[config.mk]
export PLATFORM = sky130hd
export DESIGN_NAME = load_extend_unit
export DESIGN_NICKNAME = d
export VERILOG_FILES = /design/src/rtl/load_extend_pkg.sv /design/src/rtl/load_pipe_slice.sv /design/src/rtl/load_extend_unit.sv
export SDC_FILE = /design/constraint.sdc
export NUM_CORES = 1
export LEC_CHECK = 0
export BUFFER_PORTS_ARGS = -buffer_cell sky130_fd_sc_hd__buf_4
export CORE_MARGIN = 3
export CORE_UTILIZATION = 25
export CTS_BUF_LIST = sky130_fd_sc_hd__clkbuf_8
export DETAILED_ROUTE_END_ITERATION = 6
export PLACE_DENSITY = 0.47
export SLEW_MARGIN = 25
export SYNTH_ARGS = -nofsm -noshare
export SYNTH_HDL_FRONTEND = slang
export SYNTH_SLANG_ARGS = --single-unit
[constraint.sdc]
create_clock -name Clk -period 2 [get_ports Clk]
set_input_delay 0.2 -clock Clk [delete_from_list [all_inputs] [get_ports Clk]]
set_output_delay 0.2 -clock Clk [all_outputs]
set_load 0.03 [all_outputs]
[src/rtl/load_extend_pkg.sv]
// Shared definitions for the load extend unit: access-size encodings and
// small helpers for access width and alignment.
package load_extend_pkg;

  typedef enum logic [1:0] {
    SIZE_BYTE  = 2'b00,
    SIZE_HALF  = 2'b01,
    SIZE_WORD  = 2'b10,
    SIZE_DWORD = 2'b11
  } size_e;

  // Number of bytes touched by an access of the given size.
  function automatic int unsigned size_bytes(size_e size);
    return 32'd1 << size;
  endfunction

  // True when the offset is a multiple of the access size and the size
  // exists on a datapath of data_w bits (a dword needs 64 bits).
  function automatic logic is_aligned(size_e size, logic [2:0] offset,
                                      int unsigned data_w);
    logic [2:0] low_mask;
    low_mask = 3'(size_bytes(size) - 32'd1);
    if (size == SIZE_DWORD && data_w < 32'd64) return 1'b0;
    return (offset & low_mask) == 3'b000;
  endfunction

endpackage

[src/rtl/load_pipe_slice.sv]
// One valid/ready register stage. Accepts when empty or when its contents
// leave downstream in the same cycle, so a chain of slices streams one item
// per cycle.
module load_pipe_slice #(
  parameter int WIDTH = 8
) (
  input  logic             clk,
  input  logic             rst_n,
  input  logic             src_valid,
  output logic             src_ready,
  input  logic [WIDTH-1:0] src_data,
  output logic             dst_valid,
  input  logic             dst_ready,
  output logic [WIDTH-1:0] dst_data
);

  assign src_ready = !dst_valid || dst_ready;

  // Stage register: valid follows the upstream handshake, payload loads only
  // on an accepted transfer so it holds steady under backpressure.
  always_ff @(posedge clk or negedge rst_n) begin
    if (!rst_n) begin
      // NOTE: the payload is reset too because it drives visible outputs
      // that must read 0 after reset, not just the valid flag.
      dst_valid <= 1'b0;
      dst_data  <= '0;
    end else begin
      // NOTE: non-blocking assignments keep every register sampling the
      // pre-edge values, which is what makes the slices chain correctly.
      if (src_ready) dst_valid <= src_valid;
      if (src_valid && src_ready) dst_data <= src_data;
    end
  end

endmodule

[src/rtl/load_extend_unit.sv]
// Load extend unit for the MEM/WB path: picks the addressed byte/half/word/
// dword out of a raw memory word and zero- or sign-extends it to DATA_W.
// Stage 1 holds the selected field and its attributes, stage 2 the final
// extended result. A saturating counter tracks delivered misaligned loads.
module load_extend_unit
  import load_extend_pkg::*;
#(
  parameter  int DATA_W   = 32,
  parameter  int TAG_W    = 5,
  parameter  int CNT_W    = 8,
  localparam int OFFSET_W = $clog2(DATA_W / 8)
) (
  input  logic                Clk,
  input  logic                Reset_n,
  input  logic                InValid,
  output logic                InReady,
  input  logic [DATA_W-1:0]   InWord,
  input  logic [OFFSET_W-1:0] InOffset,
  input  logic [1:0]          InSize,
  input  logic                InSigned,
  input  logic [TAG_W-1:0]    InTag,
  output logic                OutValid,
  input  logic                OutReady,
  output logic [DATA_W-1:0]   OutData,
  output logic [TAG_W-1:0]    OutTag,
  output logic                OutMisalign,
  input  logic                CountClear,
  output logic [CNT_W-1:0]    MisalignCount
);

  typedef struct packed {
    logic [DATA_W-1:0] field;
    logic              msb;
    logic [1:0]        size;
    logic              sign;
    logic [TAG_W-1:0]  tag;
    logic              misalign;
  } s1_t;

  typedef struct packed {
    logic [DATA_W-1:0] data;
    logic [TAG_W-1:0]  tag;
    logic              misalign;
  } s2_t;

  // Bits belonging to the field for a given size; full width for the
  // widest legal access so that it passes through unextended.
  function automatic logic [DATA_W-1:0] size_mask(logic [1:0] size);
    logic [DATA_W-1:0] m;
    m = '1;
    case (size)
      SIZE_BYTE: m = DATA_W'(8'hFF);
      SIZE_HALF: m = DATA_W'(16'hFFFF);
      SIZE_WORD: m = DATA_W'(32'hFFFF_FFFF);
      default:   m = '1;
    endcase
    return m;
  endfunction

  logic [DATA_W-1:0] shifted;
  s1_t               s1_in, s1_out;
  s2_t               s2_in, s2_out;
  logic              v1, ready1, ready2;
  logic [CNT_W-1:0]  count;

  // Stage 1 input: move the addressed field down to bit 0 and decide alignment.
  always_comb begin
    // NOTE: every output gets a default first so no path leaves a latch.
    s1_in   = '0;
    shifted = InWord >> {InOffset, 3'b000};
    s1_in.field = shifted & size_mask(InSize);
    case (InSize)
      SIZE_BYTE: s1_in.msb = shifted[7];
      SIZE_HALF: s1_in.msb = shifted[15];
      SIZE_WORD: s1_in.msb = shifted[31];
      default:   s1_in.msb = shifted[DATA_W-1];
    endcase
    s1_in.size     = InSize;
    s1_in.sign     = InSigned;
    s1_in.tag      = InTag;
    s1_in.misalign = !is_aligned(size_e'(InSize), 3'(InOffset), DATA_W);
  end

  load_pipe_slice #(.WIDTH($bits(s1_t))) u_stage1 (
    .clk       (Clk),
    .rst_n     (Reset_n),
    .src_valid (InValid),
    .src_ready (ready1),
    .src_data  (s1_in),
    .dst_valid (v1),
    .dst_ready (ready2),
    .dst_data  (s1_out)
  );

  // Stage 2 input: fill the upper bits with the field MSB or zeros; a
  // misaligned or illegal request yields zero data.
  always_comb begin
    s2_in          = '0;
    s2_in.tag      = s1_out.tag;
    s2_in.misalign = s1_out.misalign;
    if (!s1_out.misalign) begin
      s2_in.data = s1_out.field;
      if (s1_out.sign && s1_out.msb) s2_in.data = s1_out.field | ~size_mask(s1_out.size);
    end
  end

  load_pipe_slice #(.WIDTH($bits(s2_t))) u_stage2 (
    .clk       (Clk),
    .rst_n     (Reset_n),
    .src_valid (v1),
    .src_ready (ready2),
    .src_data  (s2_in),
    .dst_valid (OutValid),
    .dst_ready (OutReady),
    .dst_data  (s2_out)
  );

  assign InReady     = ready1;
  assign OutData     = s2_out.data;
  assign OutTag      = s2_out.tag;
  assign OutMisalign = s2_out.misalign;

  // Misalignment counter: clear wins over a same-cycle increment, and it
  // holds at all-ones instead of wrapping.
  always_ff @(posedge Clk or negedge Reset_n) begin
    if (!Reset_n) begin
      count <= '0;
    end else if (CountClear) begin
      count <= '0;
    end else if (OutValid && OutReady && OutMisalign && count != '1) begin
      count <= count + 1'b1;
    end
  end

  assign MisalignCount = count;

endmodule

# After elaboration in Yosys (flattened, before gate mapping)

Index checks and enable logic that the tools add are counted.

Bits in registers: 90
Bits of input ports: 47
Output and inout bits: 48
Word-level logic and storage cells: 44

$add $sub $neg: 2
Equal/unequal tests: 4
Shift-type cells: 2
Muxes and demuxes: 12
Bitwise logic cells: 4
Reductions and logical operators: 15

Operator list:

| operator                                             | count |
|---|---|
| two-way mux 32 bit                                   | 4 |
| case mux 32 bit (2 select lines)                     | 2 |
| AND 32 bit                                           | 1 |
| inverter 32 bit                                      | 1 |
| OR 32 bit                                            | 1 |
| >> shifter 32 x 5 -> 32 bit                          | 1 |
| two-way mux 8 bit                                    | 2 |
| adder 8 x 1 -> 8 bit (second input constant)         | 1 |
| inequality test 8 bit (second input constant)        | 1 |
| logical AND 1 bit                                    | 6 |
| equality test 2 x 1 -> 1 bit (second input constant) | 2 |
| zero test 2 bit                                      | 2 |
| AND 2 x 3 -> 3 bit                                   | 1 |
| zero test 1 bit                                      | 3 |
| zero test 3 bit                                      | 1 |
| two-way mux 1 bit                                    | 3 |
| << shifter 1 x 2 -> 3 bit (first input constant)     | 1 |
| subtractor 3 x 1 -> 3 bit (second input constant)    | 1 |
| equality test 2 bit (second input constant)          | 1 |
| logical OR 1 bit                                     | 2 |
| case mux 1 bit (2 select lines)                      | 1 |
| nonzero test 2 bit                                   | 1 |

# Longest topological paths before layout

Gate-level depths: netlist of the first run.

Depth in word-level cells: 8
Gate-level depth with buffers: 6

# Modules after synthesis

From an unflattened synthesis of the first run, not the netlist that was laid out.

Cells, all modules: 393
Area, all modules: 4767.1 µm²

By module, submodules not included:

| module                     | times used | cells each | area each (µm²) | seq. area each (µm²) |
|---|---|---|---|---|
| load_pipe_slice (u_stage1) | 1          | 92         | 1775.5          | 1076.0 |
| load_pipe_slice (u_stage2) | 1          | 84         | 1551.5          | 975.9 |
| load_extend_unit           | 1          | 217        | 1440.1          | 200.2 |

# Least setup slack after synthesis of the first run

No wires, ideal clock.

Path type: register -> register
From: register u_stage2.dst_valid
To: register u_stage1.dst_data[16]
Setup time: 0.125 ns
Data arrival time: 1.804 ns
Required time: 1.875 ns
Path slack: 0.072 ns
Stages on the path, launching flop included: 5
Buffers on the path: 1
Period minus slack after synthesis: 1.928 ns
Cell sequence: dfrtp_1 nand3b_1 nand2_2 buf_2 mux2_2

Word-level cells in the longest chain between the ends: 4

Ends and longest elaborated chain:

| item                           | RTL line               | text |
|---|---|---|
| start: declaration             | load_pipe_slice.sv:12  | `output logic dst_valid,` |
| start signal: assignment       | load_pipe_slice.sv:30  | `if (src_ready) dst_valid <= src_valid;` |
| zero test 1 bit                | load_pipe_slice.sv:17  | `assign src_ready = !dst_valid \|\| dst_ready;` |
| logical OR 1 bit (2 in series) | load_pipe_slice.sv:17  |  |
| named net InReady              | load_extend_unit.sv:16 | `output logic InReady,` |
| logical AND 1 bit              | load_pipe_slice.sv:31  | `if (src_valid && src_ready) dst_data <= src_data;` |
| end signal: assignment         | load_pipe_slice.sv:31  |  |
| end: declaration               | load_pipe_slice.sv:14  | `output logic [WIDTH-1:0] dst_data` |

The timed path passes the listed nets, and every way through them passes these cells.
A chain may end at the register's enable or synchronous reset.

# Worst setup path after layout of the first run

From: register u_stage2.dst_valid
To: register u_stage1.dst_data[41]

Word-level cells in the longest chain between the ends: 4

Ends and longest elaborated chain:

| item                           | RTL line |
|---|---|
| zero test 1 bit                | load_pipe_slice.sv:17 |
| logical OR 1 bit (2 in series) | load_pipe_slice.sv:17 |
| logical AND 1 bit              | load_pipe_slice.sv:31 |

Every way passes these cells.

==> out/metrics.cfg, run 1 <==
[outcome]
outcome = finished clean

[global_route]
grt_max_degree = 47
grt_pass1_wl_microns = 17700
antenna_found_initial = 0
grt-ovfl-total = 0
grt.total_usage_pct = 12.5
grt_pass1_vias = 3158

[routing]
ant_nets = 0
drt_iter0_drc = 176
drc = 0
dr.pass1.iters = 4
wirelength_microns = 11100
wire_per_inst_microns = 16.2
dr_total_vias = 3089
vias_per_cell = 4.49

[clock_network]
clkTransAtPathRegs_ns = 0.09
h-tree-depth = 3
clock_latency_ns = 0.37
hold_buffers = 1
clock_sink_count = 90
cts_max_path_buffers = 2
cts_buffers = 9
cts_tree = yes
cts_resized = 0
cts_setup_buffers = 0
cts-root-buf = clkbuf_8

[setup_path]
start_kind = flop
cp-endpoint = u_stage1.dst_data[41]$_DFFE_PN0P_
critPathRequiredTime_ns = 2.30
r2r_cells = 4
r2r_end = u_stage1.dst_data[41]$_DFFE_PN0P_
rrSetupSlack_ns = 0.31
critPathKind = reg2reg
r2r_start = u_stage2.dst_valid$_DFFE_PN0P_
cp_max_fo = 9
startpoint = u_stage2.dst_valid$_DFFE_PN0P_
end_kind = flop
crit_arrival_ns = 1.99

[yosys]
synth-edff-count = 0
synthArstFlopShare_pct = 100
synthFlopType = dfrtp_1
yosys.area.top_type = dfrtp_1
ys_seq_area_share_pct = 54.9
yosys.cell_types.count = 41
synth-seq-cells = 90
synthTopCellsByArea = dfrtp_1, mux2_2, nand2_1
synthesis.nets = 429
yosys_warnings = 0
synth_area_per_cell_sq_um = 10.8
synthCells = 380
netlist.area_leader.share_pct = 54.9
syn_area_sq_um = 4100

[sta]
slew_headroom_pct = 63.9
grt_setup_unrepaired = false
finalSetupTns_ns = 0
fin_crit_sh_pct = 84.3
clock.fmax_mhz = 593
period_minus_slack_ns = 1.69
hold_violations = 0
fin_ws_ns = 0.314
slew_viol_final = 0
finalSetupViolations = 0
fin_skew_ns = 0.0145
worstMarginPinSlew_ns = 0.540

[final_layout]
instances_no_fill = 688
diodes = 0
final_nets = 516
most-common-layout-cells = buf_4, dfrtp_1, nand2_1
final_util_pct = 32.8
mostFrequentLayoutCell = buf_4
drive_gt1_share_pct = 30.9
syn2layout_area_growth_pct = 28.0
final_area_sq_um = 5250

[pwr]
pwr-share-clk_pct = 25.6
leakagePower_nw = 2.40
powerDensity_nw_per_um2 = 875
p_int_mw = 3.10
vdd_ir_drop_max_uv = 301
swShare_pct = 32.5
seqPwrFrac_pct = 48.3
combPwrFrac_pct = 26.1
p_switching_mw = 1.49

[min_path]
hold_path.class = in2reg

[die]
start_util_pct = 25.6
ios = 95
fp-row-count = 46
die_h_microns = 134
fp.dieArea_sq_um = 18000
core_sq_um = 16000
die_w_microns = 134

[placed_design]
placed_cell_area_sq_um = 5060
port_buffers = 94
hpwl_microns = 8320
place_ws_ns = 0.312
place_inst = 671
gp_congestion = 0.839

[run]
drv_cap = 0

## synth_stat cells, drive strengths merged, types with 4 or more instances
cell,n
a21oi,10
o31ai,25
nand2,52
nand2b,12
clkbuf,13
mux2,22
dfrtp,90
nor2b,9
nor2,34
mux2i,17
buf,15
a22o,15
o21ai,25
xnor2,4
a211oi,10
## stage by stage
step	power (mW)	hold slack, ns
floorplan	2.94	-0.0956
global placement	3.46	0.186
detailed placement	3.48	0.184
CTS	4.68	0.0205
global route	4.86	0.0368
finish	4.59	0.0446
## kinds of logic (layout without fill, tap and decap cells)
kind of cell               after synthesis  in the layout  synth area share, %
AOI/OAI and AO/OA                       90             90                 15.0
adders and majority gates                3              3                0.854
and+or+nand+nor                        121            121                 13.8
xor gates and xnor gates                 5              5                 1.07
buffers and inverters                   31            123                 3.72
muxes                                   40             40                 10.7
DFF                                     90             90                 54.9
## worst max-delay path, stage by stage (launching register included)
cell and delay (ns):
dfrtp_1 0.43, nand3b_1 0.24, nand4b_2 0.30, nor2_2 0.45, a22o_1 0.21
## power groups by stage
stage / registers (mW) / clock network [mW] / logic (mW)
6_report: 2.22 / 1.18 / 1.20
5_1_grt: 2.26 / 1.30 / 1.31
4_1_cts: 2.23 / 1.23 / 1.23
3_5_place_dp: 2.26 / 0 / 1.22
3_3_place_gp: 2.25 / 0 / 1.21
2_1_floorplan: 2.49 / 0 / 0.451
## layer usage
metal	track usage [%]	wire length, microns
met1	18.0	5350
met2	18.8	5150
met4	5.26	214
met5	0	0
met3	2.03	420
## cell type report
type                    instances  area [sq um]
fillers                      1696         10700
flip-flops and latches         90          2250
multi-input cells             259          1700
repair buffers                104           833
well taps                     216           270
clock buffers                  12           165
clock inverters                 4          17.5
inverters                       3          11.3
## sequential cells by signal (all words and copies together) (netlist names)
name,flops
MisalignCount,8
u_stage2.dst_valid,1
u_stage1.dst_valid,1
u_stage1.dst_data,42
u_stage2.dst_data,38
## how the worst min path moves through the flow
stage / from / to / slack (ns) / depth (start not counted)
6_report: CountClear / MisalignCount[0]$_DFFE_PN0P_ / 0.04 / 2
5_1_grt: CountClear / MisalignCount[1]$_DFFE_PN0P_ / 0.04 / 2
2_1_floorplan: Reset_n / MisalignCount[0]$_DFFE_PN0P_ / -0.1 / 0
3_3_place_gp: Reset_n / u_stage2.dst_data[26]$_DFFE_PN0P_ / 0.19 / 1
3_5_place_dp: Reset_n / u_stage2.dst_data[26]$_DFFE_PN0P_ / 0.18 / 1
4_1_cts: CountClear / MisalignCount[1]$_DFFE_PN0P_ / 0.02 / 2
Power figures use the tool's default switching activity.
==> run 2, diff against run 1 <==
==> constraint.sdc (replaced) <==
create_clock -name Clk -period 1.7 [get_ports Clk]
set_input_delay 0.17 -clock Clk [delete_from_list [all_inputs] [get_ports Clk]]
set_output_delay 0.17 -clock Clk [all_outputs]
set_load 0.03 [all_outputs]
==> out/metrics.cfg, run 2 (synthesis gave the netlist of run 1 again) <==
[outcome]
outcome = finished clean

[routing]
drt_iter0_drc = 160  ; -9.1%
dr.pass1.iters = 4  ; unchanged
vias_per_cell = 4.50  ; +0.24%
dr_total_vias = 3119  ; +0.97%
wire_per_inst_microns = 15.9  ; -2.0%
drc = 0  ; unchanged
wirelength_microns = 11000  ; -1.3%
ant_nets = 0  ; unchanged

[setup_path]
critPathTopFamily = compound AO/OA/AOI/OAI gates
cp_max_fo = 6  ; -3
start_kind = flop
critPathKind = reg2reg
r2r_cells = 4  ; unchanged
cp_cell_sequence = ha_1 > and4_1 > o41ai_1 > a21oi_1
crit_buf_inv = 0  ; unchanged
critPathRequiredTime_ns = 1.95  ; -0.35 ns
crit_arrival_ns = 1.79  ; -0.20 ns
worst-path-stages = 4  ; unchanged
end_kind = flop
critPathSlowestCell = dfrtp_1
cp_slowest_stage_delay_ns = 0.44  ; about the same

[sta]
fin_crit_sh_pct = 90.2  ; +5.9 points
worstMarginPinSlew_ns = 0.447  ; -0.0927 ns
slew_headroom_pct = 70.2  ; +6.2 points
clock.fmax_mhz = 652  ; +9.9%
finalSetupViolations = 0  ; unchanged
slew_viol_final = 0  ; unchanged
grt_setup_unrepaired = false
period_minus_slack_ns = 1.53  ; -0.152 ns
fin_skew_ns = 0.0104  ; -0.00411 ns
hold_violations = 0  ; unchanged
fin_ws_ns = 0.166  ; -0.148 ns

[run]
drv_cap = 0  ; unchanged

[die]
die_w_microns = 134  ; unchanged
ios = 95  ; unchanged
start_util_pct = 25.6  ; unchanged
fp-row-count = 46  ; unchanged
core_sq_um = 16000  ; unchanged
fp.dieArea_sq_um = 18000  ; unchanged
die_h_microns = 134  ; unchanged

[final_layout]
most-common-layout-cells = buf_4, dfrtp_1, nand2_1
largest_register_ffs = 42  ; unchanged
mostFrequentLayoutCell = buf_4
drive_gt1_share_pct = 31.9  ; +0.93 points
top_register = u_stage1.dst_data
syn2layout_area_growth_pct = 30.2
n_fill_cell = 1693  ; -0.18%
diodes = 0  ; unchanged
instances_no_fill = 693  ; +0.73%
final_nets = 522  ; +1.2%

[clock_network]
cts_tree = yes
clock_latency_ns = 0.37  ; about the same
clkTransAtPathRegs_ns = 0.09  ; about the same
cts_max_path_buffers = 2  ; unchanged
clock_sink_count = 90  ; unchanged
cts_buffers = 9  ; unchanged
cts-root-buf = clkbuf_8
cts_setup_buffers = 0  ; unchanged
h-tree-depth = 3  ; unchanged

[placed_design]
hpwl_microns = 8310  ; -0.17%
gp_congestion = 0.756  ; -9.9%
port_buffers = 94  ; unchanged
place_ws_ns = 0.0794  ; -0.232 ns
place_inst = 676  ; +0.75%

[pwr]
power_mw = 5.56  ; +21%
vdd_ir_drop_max_uv = 352  ; +17%
powerDensity_nw_per_um2 = 1040  ; +19%
leakagePower_nw = 2.44  ; +1.8%

[global_route]
grt.total_usage_pct = 12.7  ; +0.19 points
grt_pass1_vias = 3128  ; -0.95%
grt_pass1_wl_microns = 17800  ; +0.78%
antenna_found_initial = 0  ; unchanged
grt-ovfl-total = 0  ; unchanged
grt_max_degree = 52  ; +11%

[min_path]
hold_path.class = in2reg
hold_path_depth = 2  ; unchanged

-- run 2: cell types whose count changed in the layout (fill, tap and decap cells not counted), sizes merged --
cell and delta:
bufinv +1, dlygate4sd3 +1, buf +5, clkinv -1
inv -1
-- run 2: final timing paths --
kind	endpoint	slack, ns	from
max reg2reg	MisalignCount[7]$_DFFE_PN0P_	0.17	MisalignCount[0]$_DFFE_PN0P_
min	u_stage1.dst_data[2]$_DFFE_PN0P_	0.02	InTag[1]
max	MisalignCount[7]$_DFFE_PN0P_	0.17	MisalignCount[0]$_DFFE_PN0P_
min in group asynchronous	u_stage2.dst_data[26]$_DFFE_PN0P_	0.32	Reset_n
min reg2reg	u_stage2.dst_data[37]$_DFFE_PN0P_	0.48	u_stage1.dst_data[0]$_DFFE_PN0P_
max in group asynchronous	u_stage2.dst_valid$_DFFE_PN0P_	1.11	Reset_n
-- run 2: through the flow --
step / area, sq um / util, % / TNS, ns / hold WS, ns
finish: 5340 / 33.4 / 0 / 0.0239
global route: 5340 / 33.4 / 0 / 0.00654
detailed placement: 5120 / 32.0 / 0 / 0.176
global placement: 5120 / 32.0 / 0 / 0.177
floorplan: 4120 / - / -0.160 / -0.126
CTS: 5340 / 33.4 / 0 / 0.000581
-- run 2: final cells by class --
class	count	area, sq um	area share [%]
Clock inverter	3	38.8	0.726
Timing Repair Buffer	110	893	16.7
Inverter	3	11.3	0.211
Multi-Input combinational cell	259	1710	32.0
Sequential cell	90	2250	42.2
Clock buffer	12	165	3.09
Tap cell	216	270	5.06
-- run 2: worst reg2reg max path, cell delays in order, from the launching register on --
cell,delay (ns)
dfrtp_1,0.44
ha_1,0.25
and4_1,0.26
o41ai_1,0.35
a21oi_1,0.11
-- run 2: layer usage --
layer | part of all wire (%) | vias up | wire length (microns) | track usage, %
met5 | 0 | - | 0 | 0
met4 | 1.7 | 0 | 192 | 5.26
met3 | 4.5 | 13 | 494 | 3.49
met2 | 45 | 62 | 4960 | 18.6
met1 | 49 | 1508 | 5350 | 17.7
li1 | - | 1536 | - | -
-- run 2: repair_timing --
item	in CTS	in global routing
endpoints found under the hold margin	97	0
hold buffers	2	0
gates resized for setup	0	0
-- run 2: power breakdown --
part | total [mW] | internal [mW] | switching, mW | leakage [nW]
Sequential | 2.60 | 2.43 | 0.174 | 1.16
Clock | 1.53 | 0.785 | 0.743 | 0.110
Combinational | 1.43 | 0.594 | 0.839 | 1.17
